**config.mk**
```make
export PLATFORM = sky130hd
export DESIGN_NAME = gpr_wb_scheduler
export DESIGN_NICKNAME = d
export VERILOG_FILES = /design/src/rtl/gpr_wb_scheduler_pkg.sv /design/src/rtl/gpr_wb_scheduler_scoreboard.sv /design/src/rtl/gpr_wb_scheduler.sv
export SDC_FILE = /design/constraint.sdc
export NUM_CORES = 1
export LEC_CHECK = 0
export BUFFER_PORTS_ARGS = -buffer_cell sky130_fd_sc_hd__buf_2
export CAP_MARGIN = 30
export CORE_MARGIN = 3
export CORE_UTILIZATION = 55
export DETAILED_ROUTE_END_ITERATION = 10
export HOLD_SLACK_MARGIN = 0.03
export PLACE_DENSITY = 0.89
export SKIP_CTS_REPAIR_TIMING = 1
export SKIP_LAST_GASP = 1
export SYNTH_ARGS = -nofsm -noshare
export SYNTH_HDL_FRONTEND = slang
export SYNTH_SLANG_ARGS = --single-unit
export TNS_END_PERCENT = 100
```
**constraint.sdc**
```tcl
create_clock -name clk -period 4.95 [get_ports clk]
set_clock_uncertainty 0.15 [all_clocks]
set_input_delay 0.99 -clock clk [delete_from_list [all_inputs] [get_ports clk]]
set_output_delay 0.99 -clock clk [all_outputs]
set_load 0.01 [all_outputs]
```
**src/rtl/gpr_wb_scheduler_pkg.sv**
```systemverilog
// Shared constants and types for the GPR write-back scheduler.
package gpr_wb_scheduler_pkg;

    localparam int unsigned REG_ADDR_W = 5;
    localparam int unsigned DATA_W     = 32;
    localparam int unsigned NUM_REGS   = 1 << REG_ADDR_W;
    localparam int unsigned CNT_W      = 4;

    typedef enum logic [1:0] {
        ST_IDLE  = 2'd0,
        ST_HELD  = 2'd1,
        ST_FORCE = 2'd2
    } sched_state_e;

    // One buffered long-latency result waiting for the GPR write port.
    typedef struct packed {
        logic [REG_ADDR_W-1:0] addr;
        logic [DATA_W-1:0]     data;
    } llu_entry_t;

endpackage

```
**src/rtl/gpr_wb_scheduler_scoreboard.sv**
```systemverilog
// Busy bits for outstanding long-latency destinations, with three ID lookups.
module gpr_wb_scheduler_scoreboard
    import gpr_wb_scheduler_pkg::*;
(
    input  logic                  clk,
    input  logic                  rst,
    input  logic                  set_en,
    input  logic [REG_ADDR_W-1:0] set_addr,
    input  logic                  clr_en,
    input  logic [REG_ADDR_W-1:0] clr_addr,
    input  logic [REG_ADDR_W-1:0] rs_addr,
    input  logic [REG_ADDR_W-1:0] rt_addr,
    input  logic [REG_ADDR_W-1:0] rd_addr,
    output logic                  rs_busy_c,
    output logic                  rt_busy_c,
    output logic                  rd_busy_c
);

    logic [NUM_REGS-1:0] busy;
    logic [NUM_REGS-1:0] busy_nxt;

    // Next busy vector: clear on drain, then set on issue so set wins; r0 never busy.
    always_comb begin
        busy_nxt = busy;
        if (clr_en) begin
            busy_nxt[clr_addr] = 1'b0;
        end
        if (set_en) begin
            busy_nxt[set_addr] = 1'b1;
        end
        busy_nxt[0] = 1'b0;
    end

    // Busy register with synchronous active-low clear.
    always_ff @(posedge clk) begin
        if (!rst) begin
            busy <= '0;
        end else begin
            busy <= busy_nxt;
        end
    end

    assign rs_busy_c = busy[rs_addr];
    assign rt_busy_c = busy[rt_addr];
    assign rd_busy_c = busy[rd_addr];

endmodule

```
**src/rtl/gpr_wb_scheduler.sv**
```systemverilog
// Arbitrates the GPR write port between MEM/WB and a one-entry LLU buffer,
// forcing a pipeline bubble when the buffered result starves.
module gpr_wb_scheduler
    import gpr_wb_scheduler_pkg::*;
#(
    parameter int unsigned STARVE_LIMIT = 4
) (
    input  logic                  clk,
    input  logic                  rst,
    input  logic                  wb_we,
    input  logic [REG_ADDR_W-1:0] wb_addr,
    input  logic [DATA_W-1:0]     wb_data,
    input  logic                  llu_valid,
    input  logic [REG_ADDR_W-1:0] llu_addr,
    input  logic [DATA_W-1:0]     llu_data,
    output logic                  llu_ready,
    input  logic                  iss_ll,
    input  logic [REG_ADDR_W-1:0] iss_rd,
    input  logic [REG_ADDR_W-1:0] id_rs_addr,
    input  logic [REG_ADDR_W-1:0] id_rt_addr,
    input  logic [REG_ADDR_W-1:0] id_rd_addr,
    input  logic                  id_rd_we,
    output logic                  id_stall,
    output logic                  pipe_hold,
    output logic                  reg_write_en,
    output logic [REG_ADDR_W-1:0] write_reg_addr,
    output logic [DATA_W-1:0]     write_data
);

    // Last wait count that still leaves the result in HELD.
    localparam logic [CNT_W-1:0] FORCE_AT = CNT_W'(STARVE_LIMIT - 1);

    sched_state_e     state;
    sched_state_e     state_nxt;
    logic [CNT_W-1:0] wait_cnt;
    logic [CNT_W-1:0] wait_nxt;
    llu_entry_t       buf_q;
    logic             buf_valid_c;
    logic             llu_fire_c;
    logic             drain_c;
    logic             rs_busy_c;
    logic             rt_busy_c;
    logic             rd_busy_c;

    // The buffer is full exactly when the FSM is out of IDLE.
    assign buf_valid_c = (state != ST_IDLE);
    assign llu_ready   = rst & ~buf_valid_c;
    assign llu_fire_c  = llu_valid & llu_ready;

    // State and starvation counter registers.
    always_ff @(posedge clk) begin
        if (!rst) begin
            state    <= ST_IDLE;
            wait_cnt <= '0;
        end else begin
            state    <= state_nxt;
            wait_cnt <= wait_nxt;
        end
    end

    // LLU result capture.
    always_ff @(posedge clk) begin
        if (!rst) begin
            buf_q <= '0;
        end else if (llu_fire_c) begin
            buf_q <= llu_entry_t'({llu_addr, llu_data});
        end
    end

    // Next state, starvation count and write-port mux; everything is quiet in reset.
    always_comb begin
        state_nxt      = state;
        wait_nxt       = wait_cnt;
        drain_c        = 1'b0;
        pipe_hold      = 1'b0;
        reg_write_en   = 1'b0;
        write_reg_addr = '0;
        write_data     = '0;
        if (rst) begin
            unique case (state)
                ST_IDLE: begin
                    if (wb_we) begin
                        reg_write_en   = 1'b1;
                        write_reg_addr = wb_addr;
                        write_data     = wb_data;
                    end
                    if (llu_fire_c) begin
                        state_nxt = ST_HELD;
                        wait_nxt  = '0;
                    end
                end
                ST_HELD: begin
                    reg_write_en = 1'b1;
                    if (wb_we) begin
                        write_reg_addr = wb_addr;
                        write_data     = wb_data;
                        if (wait_cnt != '1) begin
                            wait_nxt = wait_cnt + CNT_W'(1);
                        end
                        if (wait_cnt == FORCE_AT) begin
                            state_nxt = ST_FORCE;
                        end
                    end else begin
                        drain_c        = 1'b1;
                        write_reg_addr = buf_q.addr;
                        write_data     = buf_q.data;
                        state_nxt      = ST_IDLE;
                        wait_nxt       = '0;
                    end
                end
                ST_FORCE: begin
                    pipe_hold      = 1'b1;
                    drain_c        = 1'b1;
                    reg_write_en   = 1'b1;
                    write_reg_addr = buf_q.addr;
                    write_data     = buf_q.data;
                    state_nxt      = ST_IDLE;
                    wait_nxt       = '0;
                end
                default: begin
                    state_nxt = ST_IDLE;
                    wait_nxt  = '0;
                end
            endcase
        end
    end

    gpr_wb_scheduler_scoreboard u_scoreboard (
        .clk       (clk),
        .rst       (rst),
        .set_en    (iss_ll),
        .set_addr  (iss_rd),
        .clr_en    (drain_c),
        .clr_addr  (buf_q.addr),
        .rs_addr   (id_rs_addr),
        .rt_addr   (id_rt_addr),
        .rd_addr   (id_rd_addr),
        .rs_busy_c (rs_busy_c),
        .rt_busy_c (rt_busy_c),
        .rd_busy_c (rd_busy_c)
    );

    // RAW on either source, or WAW on a written destination.
    assign id_stall = rst & (rs_busy_c | rt_busy_c | (id_rd_we & rd_busy_c));

endmodule

```
==> results.toml, run 1 <==
[floorplanning]
die_w_um = 93.1
die_h_um = 93.1
rows = 31
ios = 141
core_um2 = 7290
die_area_um2 = 8680
start_util_pct = 57.3

[yosys]
syn_inst = 530
seq_area_frac_synth_pct = 35.5
ys.flop_type = "dfxtp_1"
yosys.area.top_type = "dfxtp_1"
synth_top_area_share_pct = 35.5
synth_edf_count = 0
ys_top_cells_by_count = "nand2_1 (123), dfxtp_1 (74), nor2_1 (51)"
syn_avg_cell_area_um2 = 7.88
syn_nets = 635
yosys_register_bits = 74
async_reset_ff_share_pct = 0
yosysMostFrequentCell = "nand2_1"
yosys.cell_types.count = 45
synth_area_leaders = "dfxtp_1 (35%), nand2_1 (11%), mux4_2 (11%)"
synth_area_um2 = 4180
yosysWarnings = 0

[timing]
hold_viol_final = 0
rsz0062_at_grt = "no"
worst_pin_slew_ps = 1060
fin_crit_sh_pct = 76.9
slew-limit-headroom_pct = 29.4
setup_viol = 0
worst_slack_ps = 1140
period_minus_slack_ps = 3810
fmax_mhz = 263
slew_viol_final = 0
finalSetupTns_ps = 0

[grt]
grt_max_degree = 39
grt_pass1_wl_mm = 20.0
grt_pass1_vias = 4231
grt_usage_pct = 28.4
grt_antenna_before_repair = 0
gr-total-overflow = 0

[route]
ant_nets = 0
vias_per_cell = 6.05
wirelength_mm = 12.5
drt-pass1-iter-count = 6
drcViolationCount = 0
drt-wirelength-per-cell_um = 16.5
vias = 4570
drt-initial-drc-count = 414

[clock_tree]
numCtsBuffers = 9
clk_latency_ps = 340
htree_levels = 3
clockRootBuffer = "clkbuf_8"
cts_tree = "done"
clock-sinks = 74
clockBufferDepth = 2
clk_pin_slew_ps = 80

[run_status]
status = "completed"

[cells_and_area]
syn_to_final_growth_pct = 22.0
insertedDiodeCount = 0
final_nets = 756
drive_above_1_share_pct = 27.7

[setup_path]
critical_path_class = "in -> out"
worstPathArrival_ps = 2670
required_ps = 3810
path_max_fanout = 9
cp-start-kind = "input port"
r2r_cells = 6
cp-end-kind = "output port"

[placed_design]
pre_cts_slack_ps = 1130
port_buffers = 140
place.gp.congestion = 0.950
dp.final_hpwl_mm = 9.26

[pwr]
p_leak_nw = 2.28
ir_worst_vdd_uv = 244
pwr_density_cell_nw_per_um2 = 263

[worst_hold_path]
hp-class = "reg -> reg"
min_path_cells = 2

[run]
cap_violations = 0
==> critical path, cell delays in order <==
cell      delay [ps]
buf_2            240
mux4_2           540
nor4bb_1         150
nor4_1           300
o2111a_1         220
a31oi_1           70
buf_2            150
==> report_power, final <==
group	total, mW	switching [mW]	internal, mW
clock	0.462	0.214	0.247
sequential	0.646	0.0217	0.624
combinational	0.235	0.139	0.0965
==> area by class of cell <==
class / count / area [µm²]
tap: 99 / 124
clock buffer: 12 / 145
fill: 597 / 2200
multi-input combinational: 414 / 2520
timing repair buffer: 147 / 753
inverter: 5 / 18.8
sequential: 74 / 1480
clock inverter: 4 / 51.3
==> flip-flops by register name, summed over array words and instances, names as in the netlist <==
name	flops
buf_q	37
wait_cnt	4
u_scoreboard.busy	31
state	2
==> metrics by stage <==
stage	hold WS [ps]	power (mW)	area (µm²)	util, %	instances
after global placement	293	0.883	4900	67.2	739
after detailed placement	298	0.891	4900	67.2	739
final	310	1.34	5100	69.9	755
after CTS	309	1.34	5100	69.9	755
after global routing	333	1.39	5100	69.9	755
after floorplan	284	0.794	4180	-	530
==> cells by family (layout without fill, tap and decap cells) <==
group	Yosys count	after routing	share of synthesized area, %
xor gates and xnor gates	2	2	0.419
buffers and inverters	42	168	4.13
DFF	74	74	35.5
adders and majority gates	5	5	1.50
AOI/OAI and AO/OA	123	123	18.0
muxes	31	31	13.5
and+or+nand+nor	253	253	27.0
==> per-layer routing <==
layer	vias up	track usage [%]	share of wire, %
met5	-	0	0
met4	0	11.6	2.8
met1	2144	34.5	38
li1	2135	-	-
met3	39	6.44	10
met2	252	48.5	49
==> placed cells by master, fill, tap and decap left out, types with 3 or more instances in the layout <==
master	n
mux2i_1	10
nand3_1	41
buf_2	140
mux4_2	20
nand2_1	123
clkbuf_8	10
nor3b_1	7
o21ai_0	34
a21oi_1	38
nand2b_1	7
inv_1	4
nor2b_1	4
a22oi_1	37
nand4_1	3
dfxtp_1	74
ha_1	5
buf_4	7
and3_1	3
nor2_1	51
==> path summary, 6_finish.rpt <==
check                              startpoint   endpoint  slack [ps]
worst max-delay path            id_rt_addr[0]   id_stall        1140
worst max register to register       state[0]  buf_q[27]        2580
worst min-delay path                 buf_q[5]   buf_q[5]         310
worst min register to register       buf_q[5]   buf_q[5]         310
Note: power is estimated with default switching activity, not from simulation.
==> inputs of run 2 (changes only) <==
--- a/config.mk
+++ b/config.mk
@@ -8,10 +8,10 @@
 export BUFFER_PORTS_ARGS = -buffer_cell sky130_fd_sc_hd__buf_2
 export CAP_MARGIN = 30
 export CORE_MARGIN = 3
-export CORE_UTILIZATION = 55
+export CORE_UTILIZATION = 46
 export DETAILED_ROUTE_END_ITERATION = 10
 export HOLD_SLACK_MARGIN = 0.03
-export PLACE_DENSITY = 0.89
+export PLACE_DENSITY = 0.8
 export SKIP_CTS_REPAIR_TIMING = 1
 export SKIP_LAST_GASP = 1
 export SYNTH_ARGS = -nofsm -noshare
==> constraint.sdc (replaced) <==
create_clock -name clk -period 3.4 [get_ports clk]
set_clock_uncertainty 0.15 [all_clocks]
set_input_delay 0.68 -clock clk [delete_from_list [all_inputs] [get_ports clk]]
set_output_delay 0.68 -clock clk [all_outputs]
set_load 0.01 [all_outputs]
==> run 2 against run 1 <==
Net effect: non-clock buffer count is 3 higher; routed wire length is 1.4% higher; global-route usage is 3.9 points lower; count of clock-buffer cells in the layout stayed put; die area is 18% higher; final area is 1.5% higher; sequential share of layout area is 0.42 points lower; via count is 1.8% lower; setup slack worse by 810 ps; core utilization is 11 points lower; critical endpoint unchanged; highest routed layer unchanged.
==> results.toml, run 2 (same netlist as run 1, synthesis figures left out) <==
[setup_path]
cp_slowest_cell = "mux4_2"
cpPeakStageDelay_ps = 530
cp-start-kind = "input port"
path_max_fanout = 5
r2r_setup_slack_ps = 1250
critical_path_class = "in -> out"
startpoint = "id_rt_addr[0]"
timing.rr.end = "u_scoreboard.busy[31]"
r2r_cells = 7
critPathMostFrequentCell = "buf_2"
required_ps = 2570
worstPathCellList = "buf_2, mux4_2, and4b_1, nor4_1, o2111a_1, a31oi_1, buf_2"
worstSetupEndpoint = "id_stall"
worstPathArrival_ps = 2240
cp-end-kind = "output port"
r2r-start = "state[1]"

[cells_and_area]
layout_common_cells = "buf_2 (140), nand2_1 (123), dfxtp_1 (74)"
final_nets = 759
drive_above_1_share_pct = 28.4
top_regs = "buf_q x37, u_scoreboard.busy x31, wait_cnt x4"
regMostFlops = "buf_q"
final_area_um2 = 5170
largest_reg_flops = 37
layout_commonest_cell = "buf_2"
fillers = 810
syn_to_final_growth_pct = 23.8
insertedDiodeCount = 0

[placed_design]
place.gp.congestion = 0.946
dp.final_hpwl_mm = 9.38
placed_area_um2 = 4930
port_buffers = 140

[clock_tree]
clock-sinks = 74
clk_latency_ps = 350
numCtsBuffers = 9
clk_pin_slew_ps = 70
clockRootBuffer = "clkbuf_8"
htree_levels = 3
clockBufferDepth = 2
cts_tree = "done"

[timing]
fmax_mhz = 326
rsz0062_at_grt = "no"
slew-limit-headroom_pct = 29.1
slew_viol_final = 0
setup_viol = 0
fin_crit_sh_pct = 90.3
holdWs_ps = 308
hold_viol_final = 0
worst_pin_slew_ps = 1060
finalSetupTns_ps = 0
period_minus_slack_ps = 3070

[grt]
grt_max_degree = 42
gr-total-overflow = 0
grt_usage_pct = 24.5
grt_antenna_before_repair = 0
grt_pass1_vias = 4248
grt_pass1_wl_mm = 20.1

[floorplanning]
start_util_pct = 47.7
rows = 34
die_area_um2 = 10300
ios = 141
die_w_um = 101
die_h_um = 101
core_um2 = 8760

[pwr]
ir_worst_vdd_uv = 302
p_leak_nw = 2.32
pwr_density_cell_nw_per_um2 = 401

[route]
drt-wirelength-per-cell_um = 16.5
wirelength_mm = 12.7
ant_nets = 0
vias_per_cell = 5.85
drt-pass1-iter-count = 7
drcViolationCount = 0
drt-initial-drc-count = 313
vias = 4486

[run]
cap_violations = 0

[worst_hold_path]
hp-class = "reg -> reg"

[run_status]
status = "completed"
[run 2: cell count changes in the layout (fill, tap and decap cells not counted)]
cell	delta
clkbuf_8	+2
bufinv_16	+1
buf_4	+3
clkinv_4	-1
clkbuf_1	-2
[run 2: metal layers]
metal  GRT usage [%]  routed length [µm]
met1            29.6                4750
met2            41.0                6080
met3            6.06                1490
met4            11.5                 337
met5               0                   0
[run 2: worst min-delay path by stage]
stage / from / endpoint / slack [ps] / depth (start not counted)
global route: buf_q[19] / buf_q[19] / 340 / 2
floorplan: buf_q[0] / buf_q[0] / 280 / 2
global placement: buf_q[5] / buf_q[5] / 290 / 2
detailed placement: buf_q[2] / buf_q[2] / 300 / 2
finish: buf_q[1] / buf_q[1] / 310 / 2
CTS: buf_q[2] / buf_q[2] / 310 / 2
[run 2: stage by stage]
step                util [%]  power, mW  setup slack [ps]  instances
finish                  59.0       2.08               328        767
global route            59.0       2.16               160        767
CTS                     59.0       2.08               335        767
detailed placement      56.3       1.30               335        751
global placement        56.3       1.29               322        751
floorplan                  -       1.16               531        530
[run 2: worst max-delay path, delay by kind of cell]
family | cells | cell delay [ps]
muxes | 1 | 530
and+or+nand+nor | 2 | 430
buffers and inverters | 2 | 300
AOI/OAI and AO/OA | 2 | 300
[run 2: cell type report]
cell class | instances | area [µm²] | share of cell area, %
clock buffer | 12 | 165 | 3.19
tap | 108 | 135 | 2.61
multi-input combinational | 414 | 2520 | 48.8
sequential | 74 | 1480 | 28.6
inverter | 5 | 18.8 | 0.363
timing repair buffer | 150 | 776 | 15.0
clock inverter | 4 | 72.6 | 1.40
[run 2: power breakdown]
group,switching (mW),internal [mW]
Clock,0.320,0.472
Sequential,0.0320,0.908
Combinational,0.200,0.143
Total,0.552,1.52
==> inputs of run 3 (changes only) <==
--- a/config.mk
+++ b/config.mk
@@ -7,8 +7,10 @@
 export LEC_CHECK = 0
 export BUFFER_PORTS_ARGS = -buffer_cell sky130_fd_sc_hd__buf_2
 export CAP_MARGIN = 30
+export CELL_PAD_IN_SITES_DETAIL_PLACEMENT = 1
+export CELL_PAD_IN_SITES_GLOBAL_PLACEMENT = 1
 export CORE_MARGIN = 3
-export CORE_UTILIZATION = 46
+export CORE_UTILIZATION = 33
 export DETAILED_ROUTE_END_ITERATION = 10
 export HOLD_SLACK_MARGIN = 0.03
 export PLACE_DENSITY = 0.8
==> run 3 against run 2 <==
Net effect: die area increased by 37%; clock power rose by 30%; critical endpoint unchanged; via count is 1.1% higher; sequential share of layout area shrank 1.0 points; core utilization is 15 points lower.
==> results.toml, run 3 (same netlist as run 1, synthesis figures left out) <==
[run_status]
status = "completed"

[floorplanning]
die_w_um = 119
rows = 40
die_area_um2 = 14000
die_h_um = 119
core_um2 = 12200
ios = 141
start_util_pct = 34.2

[route]
drt-pass1-iter-count = 4
drcViolationCount = 0
vias = 4536
wirelength_mm = 14.5
drt-initial-drc-count = 228
vias_per_cell = 5.48
ant_nets = 0
drt-wirelength-per-cell_um = 17.5

[setup_path]
cpPeakStageDelay_ps = 550
worstPathCellList = "buf_2, mux4_2, nor4bb_1, nor4_1, o2111a_1, a31oi_1, buf_2"
path_max_fanout = 9
worstSetupEndpoint = "id_stall"
required_ps = 2570
critPathMostFrequentCell = "buf_2"
timing.rr.end = "u_scoreboard.busy[18]"
r2r_cells = 7
cp.depth = 7
critical_path_class = "in -> out"
startpoint = "id_rt_addr[0]"
cp_top_family = "multiplexers"
r2r_setup_slack_ps = 1250
worstPathArrival_ps = 2390
crit_buf_inv = 2
cp_slowest_cell = "mux4_2"
r2r-start = "state[1]"
cp-end-kind = "output port"
cp-start-kind = "input port"

[grt]
grt_max_degree = 39
grt_pass1_vias = 4707
gr-total-overflow = 0
grt_antenna_before_repair = 1
grt_pass1_wl_mm = 23.9
grt_usage_pct = 20.9

[timing]
fin_crit_sh_pct = 94.8
slew_viol_final = 0
rsz0062_at_grt = "no"
finalSetupTns_ps = 0
holdWs_ps = 309
period_minus_slack_ps = 3220
setup_viol = 0
fmax_mhz = 310
slew-limit-headroom_pct = 53.2
worst_pin_slew_ps = 700
hold_viol_final = 0
worst_slack_ps = 176

[cells_and_area]
fillers = 1597
layout_commonest_cell = "buf_2"
syn_to_final_growth_pct = 28.4
insertedDiodeCount = 0
stdcell_count = 827
top_regs = "buf_q x37, u_scoreboard.busy x31, wait_cnt x4"
layout_common_cells = "buf_2 (140), nand2_1 (123), dfxtp_1 (74)"
largest_reg_flops = 37
regMostFlops = "buf_q"
final_area_um2 = 5360
drive_above_1_share_pct = 28.4
final_nets = 759
post-route-util_pct = 43.9

[placed_design]
placed_area_um2 = 5030
pre_cts_slack_ps = 178
dp.final_hpwl_mm = 11.2
port_buffers = 140
place_inst = 811
place.gp.congestion = 0.917

[pwr]
pwr_density_cell_nw_per_um2 = 434
power.total_mw = 2.33
ir_worst_vdd_uv = 250
p_leak_nw = 2.37

[clock_tree]
clockBufferDepth = 2
clockRootBuffer = "clkbuf_16"
cts_tree = "done"
htree_levels = 3
numCtsBuffers = 9
clk_latency_ps = 330
clock-sinks = 74
clk_pin_slew_ps = 60

[worst_hold_path]
hp-class = "reg -> reg"

[run]
cap_violations = 0
-- run 3: cell types whose count changed in the layout (fill, tap and decap cells not counted), sizes merged --
cell / change
clkinv: +2
clkbuf: -2
-- run 3: worst min-delay path by stage --
stage	startpoint	end	depth (start not counted)
final	buf_q[26]	buf_q[26]	2
after global routing	buf_q[22]	buf_q[22]	2
after CTS	buf_q[26]	buf_q[26]	2
after detailed placement	buf_q[26]	buf_q[26]	2
after global placement	buf_q[8]	buf_q[8]	2
after floorplan	buf_q[0]	buf_q[0]	2
-- run 3: area by class of cell --
cell class	count	area, µm²	share of cell area, %
Clock buffer	10	239	4.46
Multi-Input combinational cell	414	2520	47.0
Timing Repair Buffer	150	801	14.9
Tap cell	168	210	3.92
Clock inverter	6	90.1	1.68
Inverter	5	18.8	0.350
Sequential cell	74	1480	27.6
-- run 3: worst register-to-register path, delay by kind of cell, from the launching register on --
kind | cells | cell delay, ps
AOI/OAI and AO/OA | 3 | 830
adders and majority gates | 1 | 300
buffers and inverters | 1 | 80
DFF | 1 | 380
and+or+nand+nor | 2 | 290
-- run 3: where the power goes --
| part | total (mW) | switching [mW] | internal [mW] |
|---|---|---|---|
| Clock | 1.03 | 0.365 | 0.663 |
| Sequential | 0.942 | 0.0328 | 0.909 |
| Combinational | 0.357 | 0.210 | 0.147 |
| Total | 2.33 | 0.608 | 1.72 |
-- run 3: metal layers --
metal | share of wire [%] | vias up | GRT usage, %
li1 | - | 2144 | -
met2 | 50 | 176 | 36.3
met4 | 2.0 | 2 | 8.69
met3 | 8.1 | 27 | 4.98
met5 | 0.12 | - | 0
met1 | 40 | 2187 | 24.8
